$ cat config.mk
export PLATFORM = sky130hd
export DESIGN_NAME = seq_1011_frame_tx
export DESIGN_NICKNAME = d
export VERILOG_FILES = /design/src/rtl/seq_1011_frame_tx.sv
export SDC_FILE = /design/constraint.sdc
export NUM_CORES = 1
export LEC_CHECK = 0
export ABC_CLOCK_PERIOD_IN_PS = 1850
export CELL_PAD_IN_SITES_DETAIL_PLACEMENT = 0
export CELL_PAD_IN_SITES_GLOBAL_PLACEMENT = 1
export CORE_MARGIN = 5
export CORE_UTILIZATION = 44
export CTS_BUF_LIST = sky130_fd_sc_hd__clkbuf_4
export DETAILED_ROUTE_END_ITERATION = 10
export PLACE_DENSITY = 0.78
export SLEW_MARGIN = 20
export SYNTH_ARGS = -nofsm -noshare
export SYNTH_HDL_FRONTEND = slang
export SYNTH_SLANG_ARGS = --single-unit
$ cat constraint.sdc
create_clock -name clk -period 1.85 [get_ports clk]
set_input_delay 0.185 -clock clk [delete_from_list [all_inputs] [get_ports clk]]
set_output_delay 0.185 -clock clk [all_outputs]
set_load 0.02 [all_outputs]
$ cat src/rtl/seq_1011_frame_tx.sv
`default_nettype none
// ============================================================================
// Module      : seq_1011_frame_tx
// Description : Serial frame transmitter: sync 1011, DATA_W-bit payload MSB
//               first, optional even parity (SEQ_1011_TX_PARITY_EN), GAP idles.
// Revision    : 1.0 - initial release
// ============================================================================
module seq_1011_frame_tx #(
    parameter int   DATA_W   = 8,
    parameter int   GAP      = 1,
    parameter logic IDLE_LVL = 1'b0
) (
    input  logic              clk,
    input  logic              rst,
    input  logic [DATA_W-1:0] tx_data,
    input  logic              tx_valid,
    output logic              tx_ready,
    output logic              tx_out,
    output logic              tx_active,
    output logic              frame_done
);

    localparam int c_M1  = (DATA_W > GAP) ? DATA_W : GAP;
    localparam int c_MAX = (c_M1 > 4) ? c_M1 : 4;
    localparam int c_CW  = $clog2(c_MAX) + 1;

    localparam logic [c_CW-1:0] c_SYNC_LAST = c_CW'(3);
    localparam logic [c_CW-1:0] c_DATA_LAST = c_CW'(DATA_W - 1);
    localparam logic [c_CW-1:0] c_DATA_PEN  = c_CW'((DATA_W > 1) ? DATA_W - 2 : 0);
    localparam logic [c_CW-1:0] c_GAP_LAST  = c_CW'((GAP > 0) ? GAP - 1 : 0);
    localparam logic [3:0]      c_SYNC      = 4'b1011;

`ifdef SEQ_1011_TX_PARITY_EN
    localparam logic c_PAR = 1'b1;
`else
    localparam logic c_PAR = 1'b0;
`endif

    typedef enum logic [2:0] {
        S_IDLE = 3'd0,
        S_SYNC = 3'd1,
        S_DATA = 3'd2,
`ifdef SEQ_1011_TX_PARITY_EN
        S_PAR  = 3'd3,
`endif
        S_GAP  = 3'd4
    } state_t;

    state_t            r_state, w_state_nxt;
    logic [c_CW-1:0]   r_cnt, w_cnt_nxt;
    logic [DATA_W-1:0] r_shreg, w_shreg_nxt;
    logic              r_out, w_out_nxt;
    logic              r_active, w_active_nxt;
    logic              r_done, w_done_nxt;
    logic              w_hs;
`ifdef SEQ_1011_TX_PARITY_EN
    logic              r_par, w_par_nxt;
`endif

    assign tx_ready   = (r_state == S_IDLE) && !rst;
    assign tx_out     = r_out;
    assign tx_active  = r_active;
    assign frame_done = r_done;
    assign w_hs       = tx_valid && tx_ready;

    // Outputs are computed one cycle ahead so the line bits leave a flop.
    always_comb begin
        w_state_nxt  = r_state;
        w_cnt_nxt    = r_cnt;
        w_shreg_nxt  = r_shreg;
        w_out_nxt    = IDLE_LVL;
        w_active_nxt = 1'b0;
        w_done_nxt   = 1'b0;
`ifdef SEQ_1011_TX_PARITY_EN
        w_par_nxt    = r_par;
`endif
        case (r_state)
            S_IDLE: begin
                if (w_hs) begin
                    w_state_nxt  = S_SYNC;
                    w_cnt_nxt    = '0;
                    w_shreg_nxt  = tx_data;
                    w_out_nxt    = c_SYNC[3];
                    w_active_nxt = 1'b1;
`ifdef SEQ_1011_TX_PARITY_EN
                    w_par_nxt    = ^tx_data;
`endif
                end
            end
            S_SYNC: begin
                w_active_nxt = 1'b1;
                if (r_cnt == c_SYNC_LAST) begin
                    w_state_nxt = S_DATA;
                    w_cnt_nxt   = '0;
                    w_out_nxt   = r_shreg[DATA_W-1];
                    w_shreg_nxt = r_shreg << 1;
                    w_done_nxt  = (c_DATA_LAST == '0) && !c_PAR;
                end else begin
                    w_cnt_nxt = r_cnt + 1'b1;
                    w_out_nxt = c_SYNC[2'd2 - r_cnt[1:0]];
                end
            end
            S_DATA: begin
                if (r_cnt == c_DATA_LAST) begin
                    w_cnt_nxt = '0;
`ifdef SEQ_1011_TX_PARITY_EN
                    w_state_nxt  = S_PAR;
                    w_out_nxt    = r_par;
                    w_active_nxt = 1'b1;
                    w_done_nxt   = 1'b1;
`else
                    w_state_nxt = (GAP > 0) ? S_GAP : S_IDLE;
`endif
                end else begin
                    w_cnt_nxt    = r_cnt + 1'b1;
                    w_out_nxt    = r_shreg[DATA_W-1];
                    w_shreg_nxt  = r_shreg << 1;
                    w_active_nxt = 1'b1;
                    w_done_nxt   = (r_cnt == c_DATA_PEN) && !c_PAR;
                end
            end
`ifdef SEQ_1011_TX_PARITY_EN
            S_PAR: begin
                w_cnt_nxt   = '0;
                w_state_nxt = (GAP > 0) ? S_GAP : S_IDLE;
            end
`endif
            S_GAP: begin
                if (r_cnt == c_GAP_LAST) begin
                    w_state_nxt = S_IDLE;
                    w_cnt_nxt   = '0;
                end else begin
                    w_cnt_nxt = r_cnt + 1'b1;
                end
            end
            default: begin
                w_state_nxt = S_IDLE;
                w_cnt_nxt   = '0;
                w_shreg_nxt = '0;
            end
        endcase
    end

    always_ff @(posedge clk or posedge rst) begin
        if (rst) begin
            r_state  <= S_IDLE;
            r_cnt    <= '0;
            r_shreg  <= '0;
            r_out    <= IDLE_LVL;
            r_active <= 1'b0;
            r_done   <= 1'b0;
`ifdef SEQ_1011_TX_PARITY_EN
            r_par    <= 1'b0;
`endif
        end else begin
            r_state  <= w_state_nxt;
            r_cnt    <= w_cnt_nxt;
            r_shreg  <= w_shreg_nxt;
            r_out    <= w_out_nxt;
            r_active <= w_active_nxt;
            r_done   <= w_done_nxt;
`ifdef SEQ_1011_TX_PARITY_EN
            r_par    <= w_par_nxt;
`endif
        end
    end

endmodule
`default_nettype wire

==> run metrics <==
outcome=finished clean; largest net degree at the start of global routing=18; CP startpoint kind=flop; via count=968; Overall Global Routing Usage=15.0%; Slew @ Worst Pin=0.426 ns; clock latency on the worst-skew pair=0.29 ns; synthesis-to-finish area growth=24.0%; initial antenna violation count=0; slowest stage delay, CP=0.47 ns; Worst Path Arrival=1.52 ns; Pint=1.69 mW; Post-DRT Antenna Nets=0; Die X=61.7 um; endpoints failing hold=0; Post-Syn Nets=132; CP required=1.66 ns; area share of and/or/nand/nor cells after synthesis=14.3%; worst-case clock buffer depth=2; Worst Path Class, Setup=flop to output port; Tot Pwr=2.84 mW; Crit Path Max Fanout=5; global-route wire length before repair=4240 um; row count=18; initial core utilization=46.6%; DR DRC count=0; leak pwr=0.650 nW; Final Cycle Share=92.3%; switching part of the total=40.4%; largest family of logic cells by synthesized area=compound AO/OA/AOI/OAI gates; total clock sinks=18; adder-cell share of the synthesized area=3.19%; xor/xnor share of the synthesized area=1.49%; GRT Residual Overflow=0; Hold Crit Class=input port to async pin; Max H-tree Level=1; Critical Path Sink Type=output port; Netlist cell types=38; Reg power frac=25.7%; drt first pass iters=4; CP most frequent cell=nor2_1; Ports=15; setup tns final=0 ns; CTS tree=done; RSZ-0062 raised after global routing=false; Power Density=1950 nW/um2; Fmax=0.586 GHz; Mean Syn Cell Area=9.96 um2; post-synthesis mux area share=16.6%; Iteration-0 DRC Markers=23; Max IR drop VDD=0.00114 V; Routability Congestion=0.774; Clock Skew=0.00296 ns; NumNets Final=158; NetSw=1.15 mW; largest cells by area after synthesis=dfrtp_1 (38%), mux2_4 (8.9%), mux2i_1 (7.7%); Die Y=61.7 um; total clock buffers created by CTS=3; number of I/O port buffers=14; CTS Root Cell=clkbuf_4; WL/cell=14.4 um; placed cell area=1430 um2; sequential cell area fraction in the yosys report=38.3%; cell taking the most area after synthesis=dfrtp_1; vias per cell=5.60; Placed Cells=169; cell count after synthesis=118; clk slew on worst S/H paths=0.11 ns; share of layout cells above drive strength 1=21.0%; Worst path slowest cell=dfrtp_1; mapped cell area=1170 um2; final setup violating endpoints=0; critical path cell sequence=nor2_1 > nand2_1 > nor2_1 > dlygate4sd2_1; area of the die=3800 um2; routed wire length=2500 um; Finished Cell Area=1460 um2; #FFs+latches synth=18; Antenna diodes=0; combinational power share=67.2%; CORE AREA=2520 um2; non-filler cells, final=173; top-area cell type share of the netlist area=38.3%; hold_buf cts=0; Slew headroom=70.8%; Pins Over Slew Limit=0; vias in the first global route=931; compound-gate portion of the synthesized area=19.3%; dpl hpwl=1940 um; postcts setup bufs=0; Yosys Warn Count=0; Max Cap Viol=0; Clock power frac=7.1%; Final min period=1.71 ns
[registers in the layout, summed over array words and instances (netlist names)]
signal / cells
frame_done: 1
r_cnt: 4
r_shreg: 8
r_state: 3
tx_active: 1
tx_out: 1
[cell usage in the layout (no fill, tap or decap), types with 2 or more instances in the layout]
cell type	n
nor3b_1	2
nand2b_1	2
o31ai_1	3
buf_4	15
o21ai_0	5
inv_1	6
clkbuf_4	3
nand3_1	4
dfrtp_1	18
mux2_4	7
clkdlybuf4s50_1	13
a21oi_1	2
nand2_1	6
o211ai_1	3
xnor2_1	2
mux2i_1	9
ha_1	3
nor3_1	3
nor2_1	11
a2bb2oi_1	6
[worst max-delay path, delay by kind of cell, from the launching register on]
| kind | cells | cell delay, ns |
|---|---|---|
| buffers and inverters | 1 | 0.33 |
| flip-flops | 1 | 0.47 |
| AND/OR/NAND/NOR | 3 | 0.42 |
[metal layers]
metal	GRT usage (%)	part of all wire, %	routed length (um)
met2	23.8	47	1160
met1	21.2	50	1240
met3	2.52	2.5	62
met5	0	0	0
met4	3.64	1.2	30
[power groups by stage]
stage                     logic (mW)  clock network (mW)  registers [mW]
after detailed placement        1.92                   0           0.738
after global placement          1.88                   0           0.731
after global routing            2.08               0.231           0.757
final                           1.91               0.202           0.729
after floorplan                 1.43                   0           0.693
after CTS                       1.92               0.211           0.728
[through the flow]
step,utilization (%),setup slack (ns),hold WS [ns]
floorplan,-,0.229,0.124
global placement,56.7,0.143,0.489
detailed placement,56.7,0.114,0.499
CTS,57.7,0.129,0.177
global route,57.7,0.0128,0.190
finish,57.7,0.142,0.190
[cells by family after synthesis]
logic type,count (synthesis)
mux,16
fa+ha+maj,3
compound gates,30
flops,18
simple gates,33
buf+inv,16
xor+xnor,2
[worst paths after layout]
path | from | to | slack [ns] | cells after the start
setup / recovery | r_state[0] | tx_ready | 0.14 | 4
hold / removal | rst | r_cnt[2] | 0.19 | 3
setup reg to reg | r_cnt[1] | r_cnt[3] | 0.19 | 5
hold reg to reg | r_shreg[7] | tx_out | 0.52 | 1
max in group asynchronous | rst | r_shreg[6] | 1.26 | 4
min in group clk | tx_data[0] | r_shreg[0] | 0.45 | 3
[Yosys cell counts, drive strengths merged]
cell type / n
a2111oi: 1
a21bo: 1
a21o: 1
a21oi: 2
a2bb2oi: 6
a31o: 1
a31oi: 1
a32o: 1
and2b: 1
buf: 4
clkbuf: 5
dfrtp: 18
ha: 3
inv: 7
mux2: 7
mux2i: 9
nand2: 6
nand2b: 2
nand3: 4
nand3b: 1
nor2: 11
nor2b: 2
nor3: 3
nor3b: 2
o211ai: 3
o21a: 1
o21ai: 5
o21bai: 1
o311a: 1
o31a: 1
o31ai: 3
o32ai: 1
or3: 1
xnor2: 2
[final cells by class]
class	instances	area (um2)
well taps	30	37.5
inverters	7	26.3
clock inverters	1	3.75
clock buffers	3	22.5
repair buffers	30	272
multi-input cells	84	644
fillers	235	1070
flip-flops and latches	18	450
[what timing repair did]
| item | 4_1_cts | 5_1_grt |
|---|---|---|
| setup endpoints to repair | 1 | 0 |
| gates resized for setup | 1 | 0 |
| hold endpoints to repair | 0 | 0 |
Note: power is estimated with default switching activity, not from simulation.
